### src/rtl/cam_pixel_packer.sv
// Camera FIFO word unpacker: recovers vsync/href framing and packs
// byte pairs into 12-bit pixels written to the frame buffer.
module cam_pixel_packer #(
  parameter int H_PIXELS = 160,
  parameter int V_LINES  = 120,
  parameter int ABITS    = 15
) (
  input  logic             pclk,
  input  logic             reset,
  input  logic             start,
  input  logic [7:0]       fifo_dout,
  input  logic             fifo_empty,
  output logic             fifo_rd,
  output logic             wr_en,
  output logic [ABITS-1:0] wr_addr,
  output logic [11:0]      wr_data,
  output logic             busy,
  output logic             frame_done,
  output logic             short_frame,
  output logic [7:0]       line_cnt
);

  localparam int XW = $clog2(H_PIXELS + 1);
  localparam int YW = $clog2(V_LINES + 1);
  localparam logic [XW-1:0]    H_MAX  = XW'(H_PIXELS);
  localparam logic [YW-1:0]    Y_LAST = YW'(V_LINES - 1);
  localparam logic [ABITS-1:0] H_STEP = ABITS'(H_PIXELS);

  typedef enum logic [1:0] {
    IDLE,
    WAIT_VS,
    CAPTURE,
    DONE
  } state_t;

  state_t state, state_nx;

  logic          rd_q;
  logic          vs_seen;
  logic          href_q;
  logic          phase;
  logic [5:0]    byte_q;
  logic [XW-1:0] x;
  logic [YW-1:0] y;
  logic [ABITS-1:0] base;

  logic [5:0] w_byte;
  logic       w_vs;
  logic       w_hr;
  logic       go;
  logic       fall;
  logic       proc;
  logic       end_vs;
  logic       eol;
  logic       lat;
  logic       pix;

  assign w_byte = fifo_dout[7:2];
  assign w_vs   = fifo_dout[1];
  assign w_hr   = fifo_dout[0];

  assign go   = (state == IDLE) && start;
  // the vsync falling-edge word is itself the first capture word
  assign fall = (state == WAIT_VS) && rd_q && vs_seen && !w_vs;
  assign proc = rd_q && ((state == CAPTURE) || fall);

  assign end_vs = proc && w_vs;
  assign eol    = proc && !w_vs && !w_hr && href_q;
  assign lat    = proc && !w_vs && w_hr && !phase;
  assign pix    = proc && !w_vs && w_hr && phase;

  always_ff @(posedge pclk) begin
    if (reset) state <= IDLE;
    else       state <= state_nx;
  end

  always_comb begin
    state_nx = state;
    unique case (state)
      IDLE:    if (start) state_nx = WAIT_VS;
      WAIT_VS: if (fall) state_nx = CAPTURE;
      CAPTURE: begin
        if (end_vs || (eol && (y == Y_LAST)))
          state_nx = DONE;
      end
      DONE:    state_nx = IDLE;
      default: state_nx = IDLE;
    endcase
  end

  always_comb begin
    fifo_rd    = 1'b0;
    frame_done = 1'b0;
    if (!reset && !fifo_empty &&
        ((state == WAIT_VS) || (state == CAPTURE)))
      fifo_rd = 1'b1;
    if (state == DONE)
      frame_done = 1'b1;
  end

  always_ff @(posedge pclk) begin
    if (reset) begin
      rd_q        <= 1'b0;
      vs_seen     <= 1'b0;
      href_q      <= 1'b0;
      phase       <= 1'b0;
      byte_q      <= '0;
      x           <= '0;
      y           <= '0;
      base        <= '0;
      wr_en       <= 1'b0;
      wr_addr     <= '0;
      wr_data     <= '0;
      busy        <= 1'b0;
      short_frame <= 1'b0;
      line_cnt    <= '0;
    end else begin
      rd_q  <= fifo_rd;
      wr_en <= 1'b0;
      busy  <= (state_nx == WAIT_VS) ||
               (state_nx == CAPTURE);
      if (go) begin
        vs_seen     <= 1'b0;
        href_q      <= 1'b0;
        phase       <= 1'b0;
        x           <= '0;
        y           <= '0;
        base        <= '0;
        short_frame <= 1'b0;
        line_cnt    <= '0;
      end
      if ((state == WAIT_VS) && rd_q && w_vs)
        vs_seen <= 1'b1;
      if (proc)
        href_q <= w_hr;
      if (lat) begin
        byte_q <= w_byte;
        phase  <= 1'b1;
      end
      if (pix) begin
        phase <= 1'b0;
        if (x < H_MAX) begin
          wr_en   <= 1'b1;
          wr_addr <= base + ABITS'(x);
          wr_data <= {byte_q, w_byte};
          x       <= x + 1'b1;
        end
      end
      // end of line: any dangling odd byte is dropped with the phase
      if (eol) begin
        y     <= y + 1'b1;
        base  <= base + H_STEP;
        x     <= '0;
        phase <= 1'b0;
        if (line_cnt != 8'hFF)
          line_cnt <= line_cnt + 1'b1;
      end
      if (end_vs)
        short_frame <= 1'b1;
    end
  end

endmodule

### config.mk
export PLATFORM = sky130hd
export DESIGN_NAME = cam_pixel_packer
export DESIGN_NICKNAME = d
export VERILOG_FILES = /design/src/rtl/cam_pixel_packer.sv
export SDC_FILE = /design/constraint.sdc
export NUM_CORES = 1
export LEC_CHECK = 0
export ABC_CLOCK_PERIOD_IN_PS = 2800
export BUFFER_PORTS_ARGS = -buffer_cell sky130_fd_sc_hd__buf_4
export CORE_MARGIN = 8
export CORE_UTILIZATION = 59
export CTS_BUF_LIST = sky130_fd_sc_hd__clkbuf_2
export DETAILED_ROUTE_END_ITERATION = 7
export PLACE_DENSITY = 0.85
export SYNTH_ARGS = -nofsm -noshare
export SYNTH_HDL_FRONTEND = slang
export SYNTH_SLANG_ARGS = --single-unit
### constraint.sdc
create_clock -name pclk -period 2.8 [get_ports pclk]
set_clock_uncertainty 0.15 [all_clocks]
set_input_delay 0.28 -clock pclk [delete_from_list [all_inputs] [get_ports pclk]]
set_output_delay 0.28 -clock pclk [all_outputs]
set_load 0.02 [all_outputs]
==> results of run 1 <==
per-stage QoR:
| stage | hold slack (ns) | std cells | power [W] | worst slack (ns) | cell area [sq um] |
|---|---|---|---|---|---|
| 2_1_floorplan | 0.206 | 406 | 0.00117 | 0.741 | 3500 |
| 3_3_place_gp | 0.285 | 518 | 0.00121 | 0.480 | 3950 |
| 3_5_place_dp | 0.294 | 518 | 0.00121 | 0.349 | 3950 |
| 4_1_cts | 0.0186 | 543 | 0.00180 | 0.327 | 4160 |
| 5_1_grt | 0.0262 | 543 | 0.00187 | 0.128 | 4160 |
| 6_report | 0.0635 | 543 | 0.00180 | 0.292 | 4160 |
cell type report:
cell class	count	area share
inverters	6	0.00542
clock buffers	10	0.0120
clock inverters	6	0.0157
flip-flops and latches	75	0.361
repair buffers	70	0.132
well taps	75	0.0226
multi-input cells	301	0.451
critical path: stages (launching register included):
cell and delay, ns:
dfxtp_1 0.41, inv_1 0.16, ha_1 0.30, a21oi_2 0.11, or2_0 0.36, buf_4 0.23, or4_1 0.53, a31oi_1 0.20
cells in the final DEF, fill, tap and decap left out, types with 6 or more instances in the layout:
cell type and n:
mux2i_1 6, nand3_1 18, or3_1 7, a21oi_1 46, clkbuf_2 10, o21ai_0 16, ha_1 13, nand3b_1 7
nor2_1 27, nor3_1 14, dlygate4sd3_1 9, o211ai_1 6, inv_1 6, and3_1 6, buf_4 61, nand2_1 50
a211oi_1 10, dfxtp_1 75
synthesized netlist by cell type (all sizes together) (5+ instances only):
master | number | area share
or3 | 7 | 0.013
ha | 13 | 0.046
nor2 | 27 | 0.029
a21oi | 47 | 0.068
buf | 9 | 0.014
o211ai | 6 | 0.013
inv | 6 | 0.0064
o21a | 5 | 0.011
mux2i | 6 | 0.017
nand3b | 7 | 0.015
nand3 | 18 | 0.026
dfxtp | 75 | 0.43
clkbuf | 15 | 0.016
and3 | 6 | 0.011
o21ai | 16 | 0.023
nor3 | 16 | 0.026
nand2 | 50 | 0.054
a211oi | 10 | 0.021
routing by layer:
metal / share of wire / track usage / up-vias
li1: - / - / 1601
met2: 0.51 / 0.341 / 97
met5: 0 / 0 / -
met4: 0.023 / 0.0966 / 0
met3: 0.052 / 0.0593 / 24
met1: 0.42 / 0.234 / 1555
report_power, final:
group / total, W / internal (W) / switching (W)
combinational: 0.000123 / 0.0000505 / 0.0000729
clock: 0.000598 / 0.000209 / 0.000389
sequential: 0.00108 / 0.00107 / 0.00000623
worst min path at each step:
| stage | start | to | slack, ns | depth (start not counted) |
|---|---|---|---|---|
| 4_1_cts | start | state[1] | 0.02 | 3 |
| 2_1_floorplan | fifo_empty | rd_q | 0.21 | 1 |
| 6_report | start | state[1] | 0.06 | 3 |
| 5_1_grt | start | state[1] | 0.03 | 3 |
| 3_3_place_gp | byte_q[2] | wr_data[8] | 0.28 | 2 |
| 3_5_place_dp | byte_q[2] | wr_data[8] | 0.29 | 2 |
state kept, by name, indices dropped and copies added, names as in the netlist, 2 cells and up:
name	flops
wr_data	12
y	7
wr_addr	15
byte_q	6
x	8
line_cnt	8
base	10
state	2
cells by family (layout without fill, tap and decap cells):
| logic type | count (synthesis) | after routing | synth area share |
|---|---|---|---|
| and+or+nand+nor | 158 | 158 | 0.235 |
| AOI/OAI and AO/OA | 114 | 114 | 0.209 |
| DFF | 75 | 75 | 0.429 |
| buffers and inverters | 30 | 92 | 0.0368 |
| adders and majority gates | 13 | 13 | 0.0465 |
| xor gates and xnor gates | 8 | 8 | 0.0200 |
| muxes | 8 | 8 | 0.0236 |
==> reports/summary.txt, run 1 <==
status -> completed
GRT Total Usage -> 0.204
worst r2r path cells -> 7
period utilization -> 0.896
Cell Rows -> 28
CP Max Fanout -> 10
Worst EP required -> 3.08 ns
post-layout util -> 0.715
nets -> 488
worst reg-to-reg setup slack -> 0.29 ns
# Post-CTS Setup Buffers -> 0
initial antenna violation count -> 0
htree depth -> 3
RSZ-0062 raised after global routing -> no
hold buffers post-CTS -> 9
Seq. cell area -> 1500 sq um
Max clock buf depth -> 2
Leak -> 1.59 nW
reg-to-reg startpoint -> state[0]
CP Launch Type -> flip-flop
worst slew pin tran -> 0.722 ns
Setup crit end -> line_cnt[7]
routability cong. -> 0.861
Avg Cell Area, Syn -> 8.62 sq um
library cells used by synthesis -> 49
CP arrival -> 2.79 ns
CTS tree -> built
area grow syn2layout -> 18.8%
synthesized net count -> 431
Worst R2R End -> line_cnt[7]
Syn Inst Count -> 406
endpoint type of the worst setup path -> flip-flop
Die Y-Extent -> 93.0 um
Fill cells -> 452
initial DRC count -> 164
die width -> 93.0 um
# IOs -> 52
final setup fails -> 0
Post-Syn Area -> 3500 sq um
first-pass GRT wire length -> 14500 um
Max-Cap Viols -> 0
Fin Setup TNS -> 0 ns
Post-DP HPWL -> 5980 um
multi-input logic area -> 1880 sq um
Max transition margin -> 0.516
Reg clk slew, reported paths -> 0.19 ns
share of layout cells above drive strength 1 -> 0.184
final hold vios -> 0
Seq/Total Area, Yosys -> 0.429
kind of critical path -> reg -> reg
clk sinks -> 75
Pwr per Cell Area -> 434 nW/um^2
# DRC -> 0
cts bufs inserted -> 9
post_cts resized -> 0
Die ar. -> 8650 sq um
starting density of the core -> 0.602
worst setup path startpoint -> state[0]
Max IR drop VDD -> 0.000380 V
fmax -> 399 MHz
post-route minimum period -> 2.51 ns
Post-DRT Antenna Nets -> 0
vias per inst -> 6.03
core area -> 5820 sq um
Hold Path Class -> in -> reg
final wirelength -> 8540 um
drt pass-1 iters -> 6
Top FF cell, synth -> dfxtp_1
Synth Warn # -> 0
Port Buf Inserts -> 51
vias in the first global route -> 3210
ant diodes -> 0
Yosys reg bits -> 75
count of flip-flops with a built-in enable after synthesis -> 0
ys async rst share -> 0
total vias in the final route -> 3277
clk_lat worst skew -> 0.51 ns
largest net degree at the start of global routing -> 65
clock root cell -> clkbuf_2
global route overflow -> 0
Slew Viols, Final -> 0
drt wl/cell -> 15.7 um
Power figures use the tool's default switching activity.
==> inputs of run 2 (changes only) <==
--- a/config.mk
+++ b/config.mk
@@ -5,6 +5,7 @@
 export SDC_FILE = /design/constraint.sdc
 export NUM_CORES = 1
 export LEC_CHECK = 0
+export ABC_AREA = 1
 export ABC_CLOCK_PERIOD_IN_PS = 2800
 export BUFFER_PORTS_ARGS = -buffer_cell sky130_fd_sc_hd__buf_4
 export CORE_MARGIN = 8
==> reports/summary.txt, run 2 <==
post-route minimum period -> 2.54 ns (+0.0365 ns)
hold path depth -> 2 (-1)
Hold Path End -> state[0]
Reg clk slew, reported paths -> 0.20 ns (about the same)
Max-Cap Viols -> 0 (unchanged)
Top FF cell, synth -> dfxtp_1
worst r2r path cells -> 12 (+5)
placed cell areas -> 3930 sq um (-0.57%)
Syn Inst Count -> 487 (+20%)
final setup fails -> 0 (unchanged)
clk_lat worst skew -> 0.52 ns (about the same)
drt wl/cell -> 13.0 um (-18%)
cts bufs inserted -> 9 (unchanged)
biggest regs -> wr_addr x15, wr_data x12, base x10
RSZ-0062 raised after global routing -> no
drt pass-1 iters -> 5 (-1)
total power -> 0.00215 W (+19%)
Max clock buf depth -> 2 (unchanged)
endpoint type of the worst setup path -> flip-flop
routability cong. -> 0.937 (+8.9%)
synthesized net count -> 512 (+19%)
delay of the slowest cell on the worst path -> 0.46 ns (-0.07 ns)
vias per inst -> 5.35 (-11%)
clk sinks -> 75 (unchanged)
count of flip-flops with a built-in enable after synthesis -> 0 (unchanged)
share of layout cells above drive strength 1 -> 0.152 (-0.0316)
global route overflow -> 0 (unchanged)
Post-DP HPWL -> 5730 um (-4.2%)
Post-Syn Area -> 3530 sq um (+0.93%)
cell area after layout -> 4170 sq um (+0.24%)
largest net degree at the start of global routing -> 49 (-25%)
period utilization -> 0.909 (+0.0130)
library cells used by synthesis -> 36 (-27%)
Synth Warn # -> 0 (unchanged)
CP Launch Type -> flip-flop
count leader, synth -> nand2_1
Max transition margin -> 0.633 (+0.117)
final hold vios -> 0 (unchanged)
Seq/Total Area, Yosys -> 0.425 (-0.00395)
Yosys reg bits -> 75 (unchanged)
starting density of the core -> 0.604 (+0.00196)
# Post-CTS Setup Buffers -> 0 (unchanged)
top cell type's share of synthesized area -> 0.425 (-0.00395)
htree depth -> 3 (unchanged)
hold path startpoint -> reset
vias in the first global route -> 3191 (-0.59%)
Port Buf Inserts -> 51 (unchanged)
area grow syn2layout -> 18.0%
clock root cell -> clkbuf_2
commonest non-fill, non-tap cell in the layout -> nand2_1
status -> completed
CP Max Fanout -> 25 (+15)
Cell Rows -> 28 (unchanged)
Leak -> 1.74 nW (+9.3%)
synth top area cells -> dfxtp_1 43%, nand2_1 15%, a21oi_1 8.5%
synth cell count leaders -> 142 x nand2_1, 75 x dfxtp_1, 60 x a21oi_1
CTS tree -> built
ant diodes -> 0 (unchanged)
first-pass GRT wire length -> 14000 um (-3.8%)
final wirelength -> 8130 um (-4.8%)
total vias in the final route -> 3355 (+2.4%)
CP dominant cell by count -> nand2_2
GRT Total Usage -> 0.196 (-0.00763)
CP cell instances -> inv_1 > ha_1 > nand2_1 > inv_2 > nand2_2 > a21oi_2 > nand2_2 > nor2_4 > nand2_2 > clkinv_2 > nand2_1 > a21oi_1
worst slew pin tran -> 0.551 ns (-0.172 ns)
Slew Viols, Final -> 0 (unchanged)
Worst R2R End -> wr_addr[14]
worst reg-to-reg setup slack -> 0.26 ns (-0.04 ns)
Pwr per Cell Area -> 516 nW/um^2 (+19%)
die width -> 93.4 um (+0.39%)
Fin Setup TNS -> 0 ns (unchanged)
commonest non-fill, non-tap cells in the layout -> 142 x nand2_1, 75 x dfxtp_1, 60 x a21oi_1
core area -> 5850 sq um (+0.60%)
initial antenna violation count -> 0 (unchanged)
kind of critical path -> reg -> reg
Max IR drop VDD -> 0.000432 V (+14%)
nets -> 572 (+17%)
max reg flops -> 15 (unchanged)
CP arrival -> 2.81 ns (+0.02 ns)
Die Y-Extent -> 93.4 um (+0.39%)
Slowest-stage cell, CP -> dfxtp_1
Avg Cell Area, Syn -> 7.25 sq um (-16%)
reg-to-reg startpoint -> state[1]
Fill cells -> 462 (+2.2%)
initial DRC count -> 258 (+57%)
Post-DRT Antenna Nets -> 0 (unchanged)
Yosys top cell by area -> dfxtp_1
Biggest register -> wr_addr
ys async rst share -> 0 (unchanged)
Hold Path Class -> in -> reg
# IOs -> 52 (unchanged)
Worst EP required -> 3.07 ns (about the same)
# DRC -> 0 (unchanged)
fmax -> 393 MHz (-1.4%)
Die ar. -> 8720 sq um (+0.78%)
-- run 2: cell count changes after synthesis, sizes merged, moves of 6 or more --
cell    change
nor3       -11
nor2       +10
and3        -6
nand2      +97
clkbuf     -11
a211oi      -8
a21oi      +17
or3         -7
nand3      +18
inv        +37
mux2i       -6
-- run 2: cell type report --
class                           count  area, sq um  area share
Multi-Input combinational cell    352         1760       0.422
Sequential cell                    75         1500       0.360
Timing Repair Buffer               63          498       0.120
Inverter                           46          176      0.0423
Tap cell                           75         93.8      0.0225
Clock inverter                      7         92.6      0.0222
Clock buffer                        9         45.0      0.0108
-- run 2: cell families after synthesis --
logic type	after synthesis	share of synthesized area
DFF	75	0.425
xor gates and xnor gates	10	0.0248
and+or+nand+nor	236	0.283
buffers and inverters	60	0.0769
AOI/OAI and AO/OA	93	0.144
adders and majority gates	13	0.0461
-- run 2: layer usage --
layer,global-route usage,vias to the layer above,part of all wire
met5,0,-,0
met4,0.101,0,0.018
met3,0.0465,14,0.056
met2,0.334,89,0.49
met1,0.223,1532,0.43
li1,-,1720,-
-- run 2: worst max-delay path, delay by kind of cell, from the launching register on --
family          cells  cell delay [ns]
simple gates        6             0.91
buf+inv             3             0.54
flops               1             0.46
fa+ha+maj           1             0.23
compound gates      2             0.15
-- run 2: how the worst max path moves through the flow --
stage,start,to,slack [ns]
after global placement,state[1],wr_addr[14],0.43
after CTS,state[1],wr_addr[14],0.27
after floorplan,state[1],wr_addr[14],0.94
after detailed placement,state[1],wr_addr[14],0.31
final,state[1],wr_addr[14],0.26
after global routing,state[0],wr_addr[4],0.05
-- run 2: report_power, final --
group | switching [W] | total (W) | leakage, nW | internal [W]
combinational | 0.000230 | 0.000352 | 1.06 | 0.000122
sequential | 0.0000219 | 0.00112 | 0.605 | 0.00109
clock | 0.000390 | 0.000682 | 0.0755 | 0.000292
total | 0.000642 | 0.00215 | 1.74 | 0.00151
-- run 2: what timing repair did --
action,in CTS,in global routing
gates resized for setup,0,0
hold buffers,10,0
endpoints found under the hold margin,17,0
-- run 2: stage by stage --
| stage | hold slack [ns] | util | instances | setup WS (ns) |
|---|---|---|---|---|
| floorplan | 0.202 | - | 487 | 0.936 |
| global placement | 0.297 | 0.672 | 601 | 0.427 |
| detailed placement | 0.305 | 0.672 | 601 | 0.313 |
| CTS | 0.0246 | 0.712 | 627 | 0.269 |
| global route | 0.0503 | 0.712 | 627 | 0.0493 |
| finish | 0.0411 | 0.712 | 627 | 0.255 |
==> inputs of run 3 (changes only) <==
--- a/config.mk
+++ b/config.mk
@@ -8,11 +8,14 @@
 export ABC_AREA = 1
 export ABC_CLOCK_PERIOD_IN_PS = 2800
 export BUFFER_PORTS_ARGS = -buffer_cell sky130_fd_sc_hd__buf_4
+export CELL_PAD_IN_SITES_DETAIL_PLACEMENT = 0
+export CELL_PAD_IN_SITES_GLOBAL_PLACEMENT = 1
 export CORE_MARGIN = 8
-export CORE_UTILIZATION = 59
+export CORE_UTILIZATION = 43
 export CTS_BUF_LIST = sky130_fd_sc_hd__clkbuf_2
 export DETAILED_ROUTE_END_ITERATION = 7
-export PLACE_DENSITY = 0.85
+export PLACE_DENSITY = 0.86
+export SETUP_SLACK_MARGIN = 0.5
 export SYNTH_ARGS = -nofsm -noshare
 export SYNTH_HDL_FRONTEND = slang
 export SYNTH_SLANG_ARGS = --single-unit
==> reports/summary.txt, run 3 (synthesis gave the netlist of run 2 again) <==
clock root cell -> clkbuf_2
worst reg-to-reg setup slack -> 0.71 ns (+0.46 ns)
fmax -> 479 MHz (+22%)
routability cong. -> 0.846 (-9.7%)
delay of the slowest cell on the worst path -> 0.41 ns (-0.05 ns)
cts bufs inserted -> 9 (unchanged)
Slowest-stage cell, CP -> dfxtp_4
CTS tree -> built
Fin Setup TNS -> 0 ns (unchanged)
largest net degree at the start of global routing -> 49 (unchanged)
GRT Total Usage -> 0.151 (-0.0452)
first-pass GRT wire length -> 14300 um (+2.6%)
Die ar. -> 11400 sq um (+30%)
worst slew pin tran -> 0.592 ns (+0.0409 ns)
# DRC -> 0 (unchanged)
die width -> 107 um (+14%)
Max transition margin -> 0.605 (-0.0273)
clk_lat worst skew -> 0.52 ns (about the same)
commonest non-fill, non-tap cell in the layout -> nand2_1
RSZ-0062 raised after global routing -> no
period utilization -> 0.746 (-0.163)
Worst EP required -> 3.07 ns (about the same)
Max clock buf depth -> 2 (unchanged)
Fill cells -> 818 (+77%)
area grow syn2layout -> 23.3%
hold path depth -> 2 (unchanged)
final hold vios -> 0 (unchanged)
Cell Rows -> 33 (+18%)
worst setup path startpoint -> state[1]
worst r2r path cells -> 12 (unchanged)
post-route minimum period -> 2.09 ns (-0.455 ns)
share of layout cells above drive strength 1 -> 0.174 (+0.0217)
Hold Path End -> state[0]
part of the power in registers -> 0.474 (-0.045)
ant diodes -> 0 (unchanged)
drt wl/cell -> 12.6 um (-2.6%)
cell area after layout -> 4360 sq um (+4.6%)
Sw Ratio -> 0.275 (-0.0240)
Post-DRT Antenna Nets -> 0 (unchanged)
vias per inst -> 4.91 (-8.2%)
Max-Cap Viols -> 0 (unchanged)
status -> completed
placed cell areas -> 3970 sq um (+0.96%)
CP Launch Type -> flip-flop
CP bufs+invs -> 3 (unchanged)
initial antenna violation count -> 0 (unchanged)
kind of critical path -> reg -> reg
total vias in the final route -> 3256 (-3.0%)
starting density of the core -> 0.436 (-0.167)
core area -> 8090 sq um (+38%)
reg-to-reg startpoint -> state[1]
drt pass-1 iters -> 4 (-1)
Biggest register -> wr_addr
CP Max Fanout -> 27 (+8.0%)
clk sinks -> 75 (unchanged)
Reg clk slew, reported paths -> 0.20 ns (about the same)
biggest regs -> wr_addr x15, wr_data x12, base x10
Slew Viols, Final -> 0 (unchanged)
final setup fails -> 0 (unchanged)
max reg flops -> 15 (unchanged)
multi-input logic area -> 1790 sq um (+1.5%)
final wirelength -> 8380 um (+3.0%)
Max IR drop VDD -> 0.000466 V (+7.8%)
commonest non-fill, non-tap cells in the layout -> 142 x nand2_1, 73 x dfxtp_1, 60 x a21oi_1
hold path startpoint -> reset
delay-heaviest family, CP -> simple AND/OR/NAND/NOR gates
Pwr per Cell Area -> 545 nW/um^2 (+5.6%)
global route overflow -> 0 (unchanged)
Comb power frac -> 0.160 (-0.004)
vias in the first global route -> 3085 (-3.3%)
Post-DP HPWL -> 5880 um (+2.6%)
initial DRC count -> 100 (-61%)
nets -> 578 (+1.0%)
Worst R2R End -> x[6]
Clock power frac -> 0.366 (+0.049)
htree depth -> 3 (unchanged)
endpoint type of the worst setup path -> flip-flop
Internal -> 0.00172 W (+14%)
CP arrival -> 2.36 ns (-0.45 ns)
Hold Path Class -> in -> reg
CP cell instances -> inv_2 > ha_4 > nand2_1 > inv_2 > nand2_2 > a21oi_2 > nand2_2 > nor2_4 > nand2_8 > buf_12 > o21ai_0 > nor2_1
Seq. cell area -> 1510 sq um (+0.33%)
Psw -> 0.000652 W (+1.5%)
Port Buf Inserts -> 51 (unchanged)
Leak -> 1.81 nW (+4.0%)
Die Y-Extent -> 107 um (+14%)
# IOs -> 52 (unchanged)
[run 3: cell types whose count changed in the layout (fill, tap and decap cells not counted), moves of 2 or more]
cell | before | now
buf_4 | 53 | 58
bufinv_16 | 2 | 4
clkinv_1 | 3 | 1
clkinv_2 | 2 | 0
dfxtp_1 | 75 | 73
inv_1 | 40 | 38
inv_2 | 2 | 4
[run 3: power by group through the flow]
stage / combinational [W] / sequential (W) / clock, W
final: 0.000379 / 0.00113 / 0.000869
after global routing: 0.000431 / 0.00113 / 0.000934
after CTS: 0.000349 / 0.00112 / 0.000893
after detailed placement: 0.000335 / 0.00114 / 0
after global placement: 0.000335 / 0.00114 / 0
after floorplan: 0.000223 / 0.00114 / 0
[run 3: how the worst max path moves through the flow]
stage	cells after the start	slack, ns	end
3_5_place_dp	12	0.43	wr_addr[14]
3_3_place_gp	12	0.53	wr_addr[14]
6_report	12	0.71	x[6]
2_1_floorplan	13	0.94	wr_addr[14]
4_1_cts	12	0.56	x[6]
5_1_grt	11	0.52	x[3]
[run 3: stage by stage]
step	setup WS, ns	total power [W]	instances	utilization	hold slack [ns]
final	0.711	0.00237	663	0.538	0.0632
after global routing	0.524	0.00250	663	0.538	0.0691
after CTS	0.561	0.00236	657	0.527	0.0368
after detailed placement	0.428	0.00147	631	0.490	0.304
after global placement	0.534	0.00147	631	0.490	0.296
after floorplan	0.936	0.00136	487	-	0.202
[run 3: worst register-to-register path: cells and delay by family, from the launching register on]
| kind | cells | cell delay [ns] |
|---|---|---|
| AND/OR/NAND/NOR | 6 | 0.64 |
| flip-flops | 1 | 0.41 |
| buffers and inverters | 3 | 0.34 |
| AO/OA/AOI/OAI | 2 | 0.33 |
| adder cells (fa/ha/maj) | 1 | 0.14 |
[run 3: per-layer routing]
layer  GRT usage  vias to the layer above  part of all wire
met5           0                        -                 0
met1       0.186                     1479              0.47
met4      0.0593                        0             0.014
li1            -                     1720                 -
met3      0.0336                       10             0.038
met2       0.250                       47              0.48
[run 3: cell type report]
cell class	count	share of cell area
Clock inverter	6	0.0313
Clock buffer	10	0.0115
Inverter	46	0.0439
Timing Repair Buffer	69	0.128
Tap cell	105	0.0302
Sequential cell	75	0.346
Multi-Input combinational cell	352	0.410
[run 3: timing repair]
| item | 4_1_cts | 5_1_grt |
|---|---|---|
| pin swaps | 0 | 2 |
| setup endpoints to repair | 26 | 56 |
| hold buffers | 10 | 0 |
| setup buffers | 0 | 6 |
| endpoints found under the hold margin | 17 | 0 |
| gates resized for setup | 3 | 13 |
